`config.mk`:
```
export PLATFORM = sky130hd
export DESIGN_NAME = cipher_seq
export DESIGN_NICKNAME = d
export VERILOG_FILES = /design/src/rtl/cipher_seq.sv
export SDC_FILE = /design/constraint.sdc
export NUM_CORES = 1
export LEC_CHECK = 0
export BUFFER_PORTS_ARGS = -buffer_cell sky130_fd_sc_hd__buf_2
export CAP_MARGIN = 20
export CORE_MARGIN = 3
export CORE_UTILIZATION = 30
export CTS_CLUSTER_SIZE = 14
export DETAILED_ROUTE_END_ITERATION = 12
export SLEW_MARGIN = 25
export SYNTH_ARGS = -nofsm -noshare
export SYNTH_HDL_FRONTEND = slang
export SYNTH_SLANG_ARGS = --single-unit
```
`constraint.sdc`:
```
create_clock -name clk -period 4.1 [get_ports clk]
set_input_delay 0.41 -clock clk [delete_from_list [all_inputs] [get_ports clk]]
set_output_delay 0.41 -clock clk [all_outputs]
set_load 0.05 [all_outputs]
```
`src/rtl/cipher_seq.sv`:
```
// Lane-serial 256-bit XOR/rotate cipher: key schedule, then one 64-bit lane per cycle.
// Optional key cache (skips KEYGEN on a repeated key) enabled by CIPHER_SEQ_KEYCACHE_EN.
module cipher_seq (
    input  logic         clk,
    input  logic         rst_n,
    input  logic         in_valid,
    output logic         in_ready,
    input  logic         in_mode,
    input  logic [255:0] in_data,
    input  logic [63:0]  in_key,
    output logic         out_valid,
    input  logic         out_ready,
    output logic [255:0] out_data,
    output logic         busy,
    output logic [1:0]   dbg_state_o
);

    // Handshakes: a transfer happens on a rising edge where valid & ready are both high;
    // in_ready is high only in IDLE, out_valid only in DONE, and out_data holds until taken.
    typedef enum logic [1:0] {
        IDLE   = 2'd0,
        KEYGEN = 2'd1,
        LANE   = 2'd2,
        DONE   = 2'd3
    } state_t;

    state_t         state_q, state_d;
    logic [1:0]     lane_q, lane_d;
    logic           mode_q, mode_d;
    logic [255:0]   data_q, data_d;
    logic [63:0]    key_q, key_d;
    logic [63:0]    k1_q, k1_d;
    logic [63:0]    k2_q, k2_d;
    logic [255:0]   res_q, res_d;

    logic           accept;
    logic           cache_hit;
    logic [63:0]    op;
    logic [63:0]    mask;
    logic [63:0]    pre;
    logic [63:0]    lane_res;
    logic [1:0]     slot;
    logic           extra_k1;

    assign accept = in_valid && (state_q == IDLE);

`ifdef CIPHER_SEQ_KEYCACHE_EN
    logic cache_vld_q, cache_vld_d;

    // key_q doubles as the cached key; k1/k2 still hold its schedule.
    assign cache_vld_d = cache_vld_q | accept;
    assign cache_hit   = cache_vld_q && (in_key == key_q);

    always_ff @(posedge clk or negedge rst_n) begin
        if (!rst_n) cache_vld_q <= 1'b0;
        else        cache_vld_q <= cache_vld_d;
    end
`else
    assign cache_hit = 1'b0;
`endif

    // Shared lane unit: encrypt rotates then XORs, decrypt XORs then rotates.
    assign op       = data_q[{~lane_q, 6'b0} +: 64];
    assign extra_k1 = mode_q ? (lane_q == 2'd0) : (lane_q == 2'd3);
    assign mask     = k2_q ^ (extra_k1 ? k1_q : 64'd0);
    assign pre      = op ^ mask;
    assign lane_res = mode_q ? {pre[62:0], pre[63]} : ({op[0], op[63:1]} ^ mask);
    // Output slot counted from the top word; encrypt shifts lanes down one, decrypt up one.
    assign slot     = mode_q ? (lane_q + 2'd3) : (lane_q + 2'd1);

    always_comb begin
        state_d = state_q;
        lane_d  = lane_q;
        mode_d  = mode_q;
        data_d  = data_q;
        key_d   = key_q;
        k1_d    = k1_q;
        k2_d    = k2_q;
        res_d   = res_q;
        case (state_q)
            IDLE: begin
                if (accept) begin
                    mode_d  = in_mode;
                    data_d  = in_mode ? in_data : {8'd248, in_data[247:0]};
                    key_d   = in_key;
                    lane_d  = 2'd0;
                    state_d = cache_hit ? LANE : KEYGEN;
                end
            end
            KEYGEN: begin
                k1_d    = {31'd0, {1'b0, key_q[63:32]} + {1'b0, key_q[31:0]}};
                k2_d    = {32'd0, key_q[63:32]} - {32'd0, key_q[31:0]};
                state_d = LANE;
            end
            LANE: begin
                res_d[{~slot, 6'b0} +: 64] = lane_res;
                lane_d = lane_q + 2'd1;
                if (lane_q == 2'd3) state_d = DONE;
            end
            DONE: begin
                if (out_ready) state_d = IDLE;
            end
            default: state_d = IDLE;
        endcase
    end

    always_ff @(posedge clk or negedge rst_n) begin
        if (!rst_n) begin
            state_q <= IDLE;
            lane_q  <= 2'd0;
            mode_q  <= 1'b0;
            data_q  <= '0;
            key_q   <= '0;
            k1_q    <= '0;
            k2_q    <= '0;
            res_q   <= '0;
        end else begin
            state_q <= state_d;
            lane_q  <= lane_d;
            mode_q  <= mode_d;
            data_q  <= data_d;
            key_q   <= key_d;
            k1_q    <= k1_d;
            k2_q    <= k2_d;
            res_q   <= res_d;
        end
    end

    assign in_ready    = (state_q == IDLE);
    assign busy        = (state_q != IDLE);
    assign out_valid   = (state_q == DONE);
    assign out_data    = res_q;
    assign dbg_state_o = state_q;

endmodule

```
Yosys cells after proc, flatten, opt, wreduce, memory -nomap -nowiden
Cells that the tools add are included.
{"block": "word_totals", "ramBits": 0, "wordCells": 48, "out_inout_bits": 261, "latch_bits": 0, "mem_bits_ro": 0, "input_bits": 325, "n_memories": 0, "ff_bits": 678}
{"block": "classes", "div_mod_pow": 0, "n_eq_ne": 7, "n_reduce_logical": 8, "n_shift": 3, "bitwise_logic": 5, "addsub": 5, "mux": 12, "order_cmp": 0, "mul": 0}
{"cell": "bitwise mux 256 bit", "count": 1}
{"cell": "two-way mux 256 bit", "count": 1}
{"cell": "variable shift 64 x 10 -> 256 bit (first input constant)", "count": 1}
{"cell": "indexed part select 256 x 9 -> 64 bit", "count": 1}
{"cell": "indexed part select 64 x 10 -> 256 bit", "count": 1}
{"cell": "XOR 64 bit", "count": 2}
{"cell": "two-way mux 64 bit", "count": 1}
{"cell": "XOR 64 x 33 -> 64 bit", "count": 1}
{"cell": "adder 32 x 32 -> 33 bit", "count": 1}
{"cell": "two-way mux 33 bit", "count": 1}
{"cell": "subtractor 32 x 32 -> 33 bit", "count": 1}
{"cell": "two-way mux 2 bit", "count": 5}
{"cell": "negator 8 -> 10 bit", "count": 1}
{"cell": "one-hot mux 2 bit (4 select lines)", "count": 1}
{"cell": "equality test 2 bit (second input constant)", "count": 3}
{"cell": "logical NOT 2 bit", "count": 2}
{"cell": "inequality test 2 x 1 -> 1 bit (second input constant)", "count": 2}
{"cell": "NOT 2 bit", "count": 2}
{"cell": "one-hot mux 2 bit (2 select lines)", "count": 1}
{"cell": "AND reduction 2 bit", "count": 2}
{"cell": "nonzero test 2 bit", "count": 2}
{"cell": "AND reduction 3 bit", "count": 1}
{"cell": "adder 2 x 1 -> 2 bit (second input constant)", "count": 1}
{"cell": "adder 2 bit (second input constant)", "count": 1}
{"cell": "other kinds (4)", "count": 4}

Logic depth before layout (Yosys ltp)
Gate-level depths: netlist (run 1).
{"block": "depth", "word_depth": 8, "ltp_mapped": 13, "ltp_nobuf": 11}

Worst setup path after synthesis (run 1)
No wires, ideal clock.
{"block": "synth_path", "path_kind": "reg-to-reg", "start": "register lane_q[0]", "end": "register res_q[10], in the netlist out_data[10]", "path_slack_ps": 1043, "path_buffers": 5, "stages_incl_launch_ff": 12, "required_ps": 4033, "period_less_slack_ps": 3057, "t_arrival_ps": 2990, "setup_ps": 67, "path_cell_list": "dfrtp_1 > buf_2 > buf_4 > buf_4 > inv_1 > ha_1 > xor2_1 > ha_1 > nor4b_1 > clkbuf_1 > clkbuf_1 > a22o_1"}
{"block": "synth_between", "elab_chain_len": 8, "elab_cells_between_ends": 18, "classes_between": "add/sub: 3; eq/ne: 1; shift: 3; mux: 5; bitwise: 5; reduce/logical: 1"}
{"element": "from (decl)", "line_no": "28", "rtl": "logic [1:0] lane_q, lane_d;"}
{"element": "from (signal assigned)", "line_no": "119", "rtl": "lane_q <= lane_d;"}
{"element": "parallel branches: the longest is 7 deep, another holds indexed part select 256 x 9 -> 64 bit"}
{"element": "bitwise mux 256 bit *", "line_no": "96", "rtl": "res_d[{~slot, 6'b0} +: 64] = lane_res;"}
{"element": "to (signal assigned)", "line_no": "125", "rtl": "res_q <= res_d;"}
{"element": "to (decl)", "line_no": "34", "rtl": "logic [255:0] res_q, res_d;"}
Mark *: on every way between the ends.
A chain may end at the register's enable or synchronous reset.

Worst setup path after layout (run 1)
{"block": "layout_path", "start": "register lane_q[0]", "end": "register res_q[31], in the netlist out_data[31]"}
Same word-level chain as after synthesis.

==> results of run 1 <==
==> how the worst min path moves through the flow <==
stage	startpoint	to	cells after the start
floorplan	rst_n	data_q[0]	0
global placement	data_q[6]	data_q[6]	2
detailed placement	data_q[250]	data_q[250]	2
CTS	in_key[25]	key_q[25]	3
global route	in_key[21]	key_q[21]	3
finish	in_key[55]	key_q[55]	3
==> layer usage <==
layer | vias up | part of all wire | global-route usage
li1 | 11900 | - | -
met4 | 8 | 0.041 | 0.0928
met1 | 13000 | 0.46 | 0.305
met3 | 227 | 0.066 | 0.0416
met5 | - | 0.00045 | 0
met2 | 1045 | 0.43 | 0.314
==> critical path: stages, from the launching register on <==
cell and delay [ns]:
sky130_fd_sc_hd__dfrtp_4 0.60, sky130_fd_sc_hd__inv_1 0.28, sky130_fd_sc_hd__ha_1 0.22, sky130_fd_sc_hd__mux2_2 0.64, sky130_fd_sc_hd__nand2_1 0.15, sky130_fd_sc_hd__xor2_1 0.32, sky130_fd_sc_hd__xor2_1 0.10, sky130_fd_sc_hd__o21ai_0 0.71
sky130_fd_sc_hd__a22o_1 0.24
==> logic make-up (layout without fill, tap and decap cells) <==
family,Yosys count,count (layout)
compound gates,559,559
xor+xnor,176,176
fa+ha+maj,77,77
buf+inv,285,1137
flops,646,646
mux,123,123
other cells,0,5
simple gates,1176,1176
==> registers in the layout (all words and copies together), names as in the netlist <==
| name | count |
|---|---|
| out_data | 256 |
| k2_q | 33 |
| lane_q | 2 |
| key_q | 64 |
| k1_q | 32 |
| dbg_state_o | 2 |
| data_q | 256 |
| mode_q | 1 |
==> synth_stat cells (all sizes together), types with 21 or more instances <==
cell type  instances  area (µm²)
mux2i             34         340
dfrtp            646       16200
nor3              21         105
clkbuf           152         571
mux2              25         282
buf               49         226
o21ai             64         332
xnor2            108         946
a22o             256        2240
nor2             117         447
inv               84         315
nand2            957        3590
mux4              64        1440
a21oi            118         609
xor2              68         596
ha                75         938
==> area by class of cell <==
type / count / area [µm²] / share of cell area
sequential: 646 / 16200 / 0.398
tap: 1357 / 1700 / 0.0418
multi-input combinational: 2111 / 13500 / 0.333
clock inverter: 33 / 444 / 0.0109
antenna: 5 / 12.5 / 0.000308
clock buffer: 98 / 2050 / 0.0505
timing repair buffer: 922 / 6420 / 0.158
inverter: 84 / 315 / 0.00775
==> power groups by stage <==
stage	registers (W)	logic, W	clock network (W)
finish	0.0110	0.0219	0.00685
global route	0.0113	0.0237	0.00728
CTS	0.0110	0.0219	0.00702
detailed placement	0.0110	0.0216	0
global placement	0.0110	0.0214	0
floorplan	0.0134	0.0125	0
==> timing repair <==
action | CTS | global route
hold buffers | 291 | 0
resized for setup | 0 | 0
hold endpoints to repair | 366 | 0
endpoints found under the setup margin | 0 | 0
==> metrics by stage <==
stage                      util  area [µm²]  worst slack (ns)  cells  total power [W]
after floorplan               -       30800              1.04   3042           0.0259
after global placement    0.349       35200             0.798   4829           0.0324
after detailed placement  0.349       35200             0.655   4829           0.0327
after CTS                 0.403       40600             0.597   5251           0.0399
after global routing      0.403       40700             0.456   5255           0.0422
final                     0.403       40700             0.756   5256           0.0397
==> metrics list, run 1 <==
- Total setup buffers inserted after CTS: 0
* R2r worst-path depth: 8
- # clock sinks: 646
* Worst path required time: 4.67 ns
* Status: finished clean
- Part of the total power dissipated in combinational logic: 0.552
- Mapped Nets: 3444
- WL per Instance: 22.0 µm
* Net switching power of the design: 0.0194 W
- Highest clock rate: 299 MHz
- Basic-gate share of the synthesized area counting and, or, nand and nor cells: 0.152
* End of the worst register-to-register path: out_data[31]
- Initial Utilization: 0.305
- Top-level I/O count: 586
* Final critical delay including setup and external delays: 3.34 ns
- Largest family of logic cells by synthesized area: simple AND/OR/NAND/NOR gates
* Number of DRC violations after detailed routing: 0
* Via count of the first global-routing pass: 26300
* Global routing usage summed across all routing layers: 0.214
- Cell internal power was estimated by the tool at 0.0203 W.
* Multiplexer share of the synthesized area: 0.0671
- Clock-pin transition on the worst setup and hold timing paths: 0.06 ns
* Average vias per placed instance: 4.99
- Number of distinct library cells after synthesis: 78
- The mapped netlist covers 30800 µm².
* Clock power share: 0.172
- Total negative slack for setup checks: 0 ns
- Total power per unit cell area: 977 nW/µm²
- CTS tree: built
- Global-route wire length before repair: 172000 µm
- Detailed router's first-iteration violation count: 2124
- Nature of the critical path startpoint: flop
- XOR/XNOR share of the synthesized area: 0.0501
* Startpoint of the worst register-to-register path: lane_q[0]
* Leakage power: 20.3 nW
* Adder-cell share of the synthesized area: 0.0318
* Full die area: 106000 µm²
* Primary FF master, synth: sky130_fd_sc_hd__dfrtp_1
- Signal arrival time at the worst endpoint: 3.92 ns
- Sw Share: 0.488
- Pin count of the biggest net entering global routing: 129
* Count of nets after finishing: 4242
- Die Y: 326 µm
* Setup violators final: 0
- Summed over all nets, the half-perimeter wirelength after detailed placement is 82200 µm.
- For this block, the routed nets add up to 116000 µm of wire.
* Most frequent cells in the layout: 952 x sky130_fd_sc_hd__nand2_1, 642 x sky130_fd_sc_hd__dfrtp_1, 584 x sky130_fd_sc_hd__buf_2, 291 x sky130_fd_sc_hd__dlygate4sd3_1, 256 x sky130_fd_sc_hd__a22o_1
* Post-synthesis compound-gate area fraction: 0.137
* Ys Warns: 0
- Register bit count reported by yosys: 646
- Final hold viol count: 0
- The share of the Yosys chip area taken by registers is 0.526.
* CTS H-tree lvls: 3
* RSZ-0062 raised after global routing: no
- Smallest hold slack: 0.0348 ns
- In this run the clock root is driven by a sky130_fd_sc_hd__clkbuf_16.
* Setup crit end kind: flop
- Bufs on Longest Clock Path: 3
- Total number of placement rows: 116
* Initial antenna violation count: 11
- Placeable core area: 101000 µm²
* Total congestion overflow after global routing: 0
* Setup Crit Path Kind: reg -> reg
* Fraction of synthesis flops using an asynchronous set or reset pin: 1.00
- Port buffering added 585 buffers.
- Area Overhead vs Synth: 32.2%
- The congestion estimate from routability-driven global placement came to 0.886.
- Max IR drop VDD: 0.465 mV
* Worst setup skew after layout: 0.0353 ns
- MaxCap Viol Count: 0
* Mean cell area of the mapped netlist: 10.1 µm²
- The library cell used most frequently in the layout, excluding fill and tap cells, is sky130_fd_sc_hd__nand2_1.
* Total CTS buffers: 75
* Total number of vias: 26200
- In this run, synthesis inferred 0 flip-flops with an integrated enable.
* Worst-case register-to-register setup slack: 0.76 ns
- The worst hold path belongs to the class in -> reg.
- From left edge to right edge, the die measures 326 µm.
* Number of inserted filler cells in the final layout: 9785
* Count of pins over their slew limit: 0
* Flop pwr share: 0.276
* Fraction of final layout cells with drive strength greater than 1: 0.228
* Worst-path fanout max: 33
- After technology mapping, the gate count stands at 3042.
- The count of nets left with antenna violations once routing finished came out at 0.
- The most critical setup path has its endpoint at out_data[31].
* Origin of the worst setup path: lane_q[0]
* Iteration count of the initial detailed-routing pass: 5
- Dividing the final minimum period by the clock period gives 0.816.
- Max-Slew Margin vs Limit: 0.331
* Pin slew with the least headroom to its limit: 1.00 ns
- Clock latency on the worst-skew pair, taken at its later pin, is 0.65 ns.
Note: power is estimated with default switching activity, not from simulation.
==> inputs of run 2 (changes only) <==
--- a/config.mk
+++ b/config.mk
@@ -5,6 +5,7 @@
 export SDC_FILE = /design/constraint.sdc
 export NUM_CORES = 1
 export LEC_CHECK = 0
+export ABC_AREA = 1
 export BUFFER_PORTS_ARGS = -buffer_cell sky130_fd_sc_hd__buf_2
 export CAP_MARGIN = 20
 export CORE_MARGIN = 3
==> constraint.sdc (replaced) <==
create_clock -name clk -period 3.2 [get_ports clk]
set_input_delay 0.32 -clock clk [delete_from_list [all_inputs] [get_ports clk]]
set_output_delay 0.32 -clock clk [all_outputs]
set_load 0.05 [all_outputs]
==> metrics list, run 2 <==
* Global-route wire length before repair: 210000 µm (was 172000 µm)
- Max IR drop VDD: 0.950 mV (was 0.465 mV)
* RSZ-0062 raised after global routing: no (unchanged)
- Post-route antenna net violation count: 0 (unchanged)
- Sequential-to-total area share from yosys stat: 0.472 (was 0.526)
- The worst endpoint required time is 3.81 ns (was 4.67 ns).
* R2r worst-path depth: 10 (was 8)
- The overflow left after global routing came to 0 (unchanged).
- Average vias per placed instance: 4.82 (was 4.99)
- The proportion of netlist area held by the largest area contributor is 0.472 (was 0.526).
* Final worst setup slack: 0.212 ns (was 0.756 ns)
* Count of pins over their slew limit: 0 (unchanged)
- Total number of vias: 34600 (was 26200)
- Worst-path fanout max: 92 (was 33)
- The width of the die came to 344 µm (was 326 µm).
- Total CTS buffers: 78 (was 75)
- Post-synthesis compound-gate area fraction: 0.0463 (was 0.137)
* Bufs on Longest Clock Path: 3 (unchanged)
* Class of the worst hold path: in -> reg (unchanged)
* Most common cell type on the critical path: sky130_fd_sc_hd__nand2_1 (was sky130_fd_sc_hd__xor2_1)
- Placeable core area: 113000 µm² (was 101000 µm²)
- The pre-CTS setup slack came to 0.206 ns (was 0.655 ns).
- Global placement routability congestion: 0.899 (was 0.886)
- Detailed router's first-iteration violation count: 3149 (was 2124)
* Initial antenna violation count: 19 (was 11)
* Clock-pin transition on the worst setup and hold timing paths: 0.06 ns (about the same)
- Total number of placement rows: 123 (was 116)
- Startpoint of the worst register-to-register path: lane_q[0] (unchanged)
* Most frequent cells in the layout: 2422 x sky130_fd_sc_hd__nand2_1, 643 x sky130_fd_sc_hd__dfrtp_1, 584 x sky130_fd_sc_hd__buf_2, 406 x sky130_fd_sc_hd__nand3_1, 363 x sky130_fd_sc_hd__inv_1 (was 952 x sky130_fd_sc_hd__nand2_1, 642 x sky130_fd_sc_hd__dfrtp_1, 584 x sky130_fd_sc_hd__buf_2, 291 x sky130_fd_sc_hd__dlygate4sd3_1, 256 x sky130_fd_sc_hd__a22o_1)
* Total power per unit cell area: 1250 nW/µm² (was 977 nW/µm²)
- The dominant synthesized flop cell is sky130_fd_sc_hd__dfrtp_1 (unchanged).
* WL final: 141000 µm (was 116000 µm)
* Global routing usage summed across all routing layers: 0.232 (was 0.214)
- The portion of the clock cycle consumed by the worst path in the final layout came to 0.934 (was 0.816).
- The adder-cell share of the synthesized area came to 0.0285 (was 0.0318).
- Full die area: 118000 µm² (was 106000 µm²)
* Max-Slew Margin vs Limit: 0.353 (was 0.331)
- The net count after synthesis was 5208 (was 3444).
- The count of boundary I/O pins was 586 (unchanged).
- The starting density of the core is 0.303 (was 0.305).
* Source of the worst hold timing path: in_data[85] (was in_key[55])
- WL per Instance: 19.6 µm (was 22.0 µm)
- The number of distinct library cell variants in the gate-level netlist after synthesis is 36 (was 78).
* Largest area contributor in the netlist: sky130_fd_sc_hd__dfrtp_1 (unchanged)
* Die Y: 344 µm (was 326 µm)
* Post-Layout Inst Area: 45000 µm² (was 40700 µm²)
- The async set or reset register ratio after synthesis was 1.00 (unchanged).
- The simple-gate share of the synthesized area came to 0.368 (was 0.152).
- Pin slew with the least headroom to its limit: 0.971 ns (was 1.00 ns)
- The cell at the slowest stage of the critical path is sky130_fd_sc_hd__buf_4 (was sky130_fd_sc_hd__o21ai_0).
- The total number of yosys warnings is 0 (unchanged).
- Pin count of the biggest net entering global routing: 187 (was 129)
* Leakage power: 25.0 nW (was 20.3 nW)
- Most frequently used cell type in the post-synthesis netlist: sky130_fd_sc_hd__nand2_1 (unchanged)
* Netlist area before placement: 34300 µm² (was 30800 µm²)
* Highest clock rate: 335 MHz (was 299 MHz)
* Delay-heaviest family, CP: buffers and inverters (was compound AO/OA/AOI/OAI gates)
- Sum of net half-perimeters after detailed placement: 100000 µm (was 82200 µm)
* Master cell of the clock root buffer: sky130_fd_sc_hd__clkbuf_16 (unchanged)
- The number of buffers added on ports came to 585 (unchanged).
- Worst hold path endpoint: data_q[85] (was key_q[55])
* XOR/XNOR share of the synthesized area: 0.0120 (was 0.0501)
- Synthesized instance count: 4806 (was 3042)
- The count of clock tree sinks is 646 (unchanged).
- Post-layout utilization of the core: 0.398 (was 0.403)
* Nature of the critical path startpoint: flop (unchanged)
- Clock latency of the later-clocked register in the worst-skew pair: 0.67 ns (was 0.65 ns)
- Fraction of final layout cells with drive strength greater than 1: 0.144 (was 0.228)
* Leading cell types by total area after synthesis: sky130_fd_sc_hd__dfrtp_1 47%, sky130_fd_sc_hd__nand2_1 27%, sky130_fd_sc_hd__nand3_1 5.9% (was sky130_fd_sc_hd__dfrtp_1 53%, sky130_fd_sc_hd__nand2_1 12%, sky130_fd_sc_hd__a22o_1 7.3%)
- The endpoint kind of the worst setup timing path is a flop (unchanged).
- The number of flip-flops and latches in the synthesized netlist is 646 (unchanged).
* CTS H-tree lvls: 3 (unchanged)
- MaxCap Viol Count: 0 (unchanged)
- Critical-path cell list: buf_12 > buf_4 > nand2_1 > nand3_1 > nand2_1 > xor2_1 > nand2_1 > nand2_1 > nand4_1 > nand2_1 (was inv_1 > ha_1 > mux2_2 > nand2_1 > xor2_1 > xor2_1 > o21ai_0 > a22o_1).
- The worst-case register-to-register setup slack is 0.21 ns (was 0.76 ns).
- Area post-placement: 38900 µm² (was 35200 µm²)
- The post-synthesis area per instance was 7.13 µm² (was 10.1 µm²).
* Most common cell after layout, fill and taps aside: sky130_fd_sc_hd__nand2_1 (unchanged)
- The hold violation total from the final report is 0 (unchanged).
- Area Overhead vs Synth: 31.2% (was 32.2%)
- Via count of the first global-routing pass: 33400 (was 26300)
- The final cell count without fillers was 7185 (was 5256).
- The number of setup violations in the final report came to 0 (unchanged).
- The mux cell area share after synthesis was 0 (was 0.0671).
- Iteration count of the initial detailed-routing pass: 6 (was 5)
- Number of DRC violations after detailed routing: 0 (unchanged)
- The number of enable-type register cells in the synthesized netlist came to 0 (unchanged).
- The net total in the final layout is 6008 (was 4242).
- The data arrival time of the critical path is 3.59 ns (was 3.92 ns).
* CTS tree: built (unchanged)
- Delay of the slowest cell on the worst path: 0.83 ns (was 0.71 ns)
- The worst setup skew after layout came to 0.0366 ns (was 0.0353 ns).
- The number of placed instances, taps included was 6703 (was 4829).
- End of the worst register-to-register path: out_data[235] (was out_data[31])
- The largest family of logic cells by synthesized area is simple AND/OR/NAND/NOR gates (unchanged).
* Status: finished clean (unchanged)
- Buffer and inverter count on the worst path: 2 (was 1)
- Top post-synthesis cells by count: 2427 x sky130_fd_sc_hd__nand2_1, 646 x sky130_fd_sc_hd__dfrtp_1, 406 x sky130_fd_sc_hd__nand3_1 (was 957 x sky130_fd_sc_hd__nand2_1, 646 x sky130_fd_sc_hd__dfrtp_1, 256 x sky130_fd_sc_hd__a22o_1).
- The number of cells on the worst hold path is 3 (unchanged).
- The final total negative setup slack came to 0 ns (unchanged).
* Setup Crit Path Kind: reg -> reg (unchanged)
- The post-route minimum period was 2.99 ns (was 3.34 ns).
## run 2: area by class of cell
class | instances | area, µm²
Clock inverter | 37 | 567
Sequential cell | 646 | 16200
Timing Repair Buffer | 982 | 7060
Clock buffer | 108 | 2220
Inverter | 371 | 1410
Fill cell | 11700 | 68000
Multi-Input combinational cell | 3527 | 15600
Tap cell | 1500 | 1880
Antenna cell | 14 | 35.0
## run 2: power by group
group          total (W)  switching, W  internal [W]  leakage (nW)
Sequential        0.0140       0.00228        0.0117          8.36
Clock            0.00958       0.00396       0.00562          1.35
Combinational     0.0326        0.0243       0.00827          15.3
## run 2: per-layer routing
metal  up-vias  wire length [µm]  global-route usage
li1      16700                 -                   -
met1     16300             63600               0.331
met2      1357             60700               0.346
met3       277             10600              0.0439
met4        10              5670              0.0902
met5         -                71                   0
## run 2: worst max-delay path by stage
stage	startpoint	end	slack, ns	cells after the start
after global routing	lane_q[0]	out_data[148]	0.02	10
after detailed placement	lane_q[1]	out_data[205]	0.21	13
after global placement	lane_q[1]	out_data[205]	0.25	13
final	lane_q[0]	out_data[235]	0.21	10
after floorplan	lane_q[0]	out_data[100]	0.33	13
after CTS	lane_q[1]	out_data[205]	0.17	13
## run 2: what timing repair did
action	CTS	global route
gates resized for setup	0	1
endpoints found under the hold margin	384	0
hold buffers	320	0
setup buffers	0	3
setup endpoints to repair	0	4
## run 2: logic make-up after synthesis
family                     Yosys count
and+or+nand+nor                   3129
DFF                                646
buffers and inverters              633
AOI/OAI and AO/OA                  274
adders and majority gates           77
xor gates and xnor gates            47
## run 2: worst register-to-register path, cell delays in order, from the launching register on
cell and delay [ns]:
sky130_fd_sc_hd__dfrtp_4 0.44, sky130_fd_sc_hd__buf_12 0.29, sky130_fd_sc_hd__buf_4 0.99, sky130_fd_sc_hd__nand2_1 0.15, sky130_fd_sc_hd__nand3_1 0.13, sky130_fd_sc_hd__nand2_1 0.08, sky130_fd_sc_hd__xor2_1 0.28, sky130_fd_sc_hd__nand2_1 0.08
sky130_fd_sc_hd__nand2_1 0.28, sky130_fd_sc_hd__nand4_1 0.12, sky130_fd_sc_hd__nand2_1 0.09
## run 2: stage by stage
stage	total power [W]	hold slack, ns
after floorplan	0.0346	0.0244
after global placement	0.0460	0.455
after detailed placement	0.0462	0.460
after CTS	0.0563	0.0138
after global routing	0.0604	0.0426
final	0.0561	0.0653
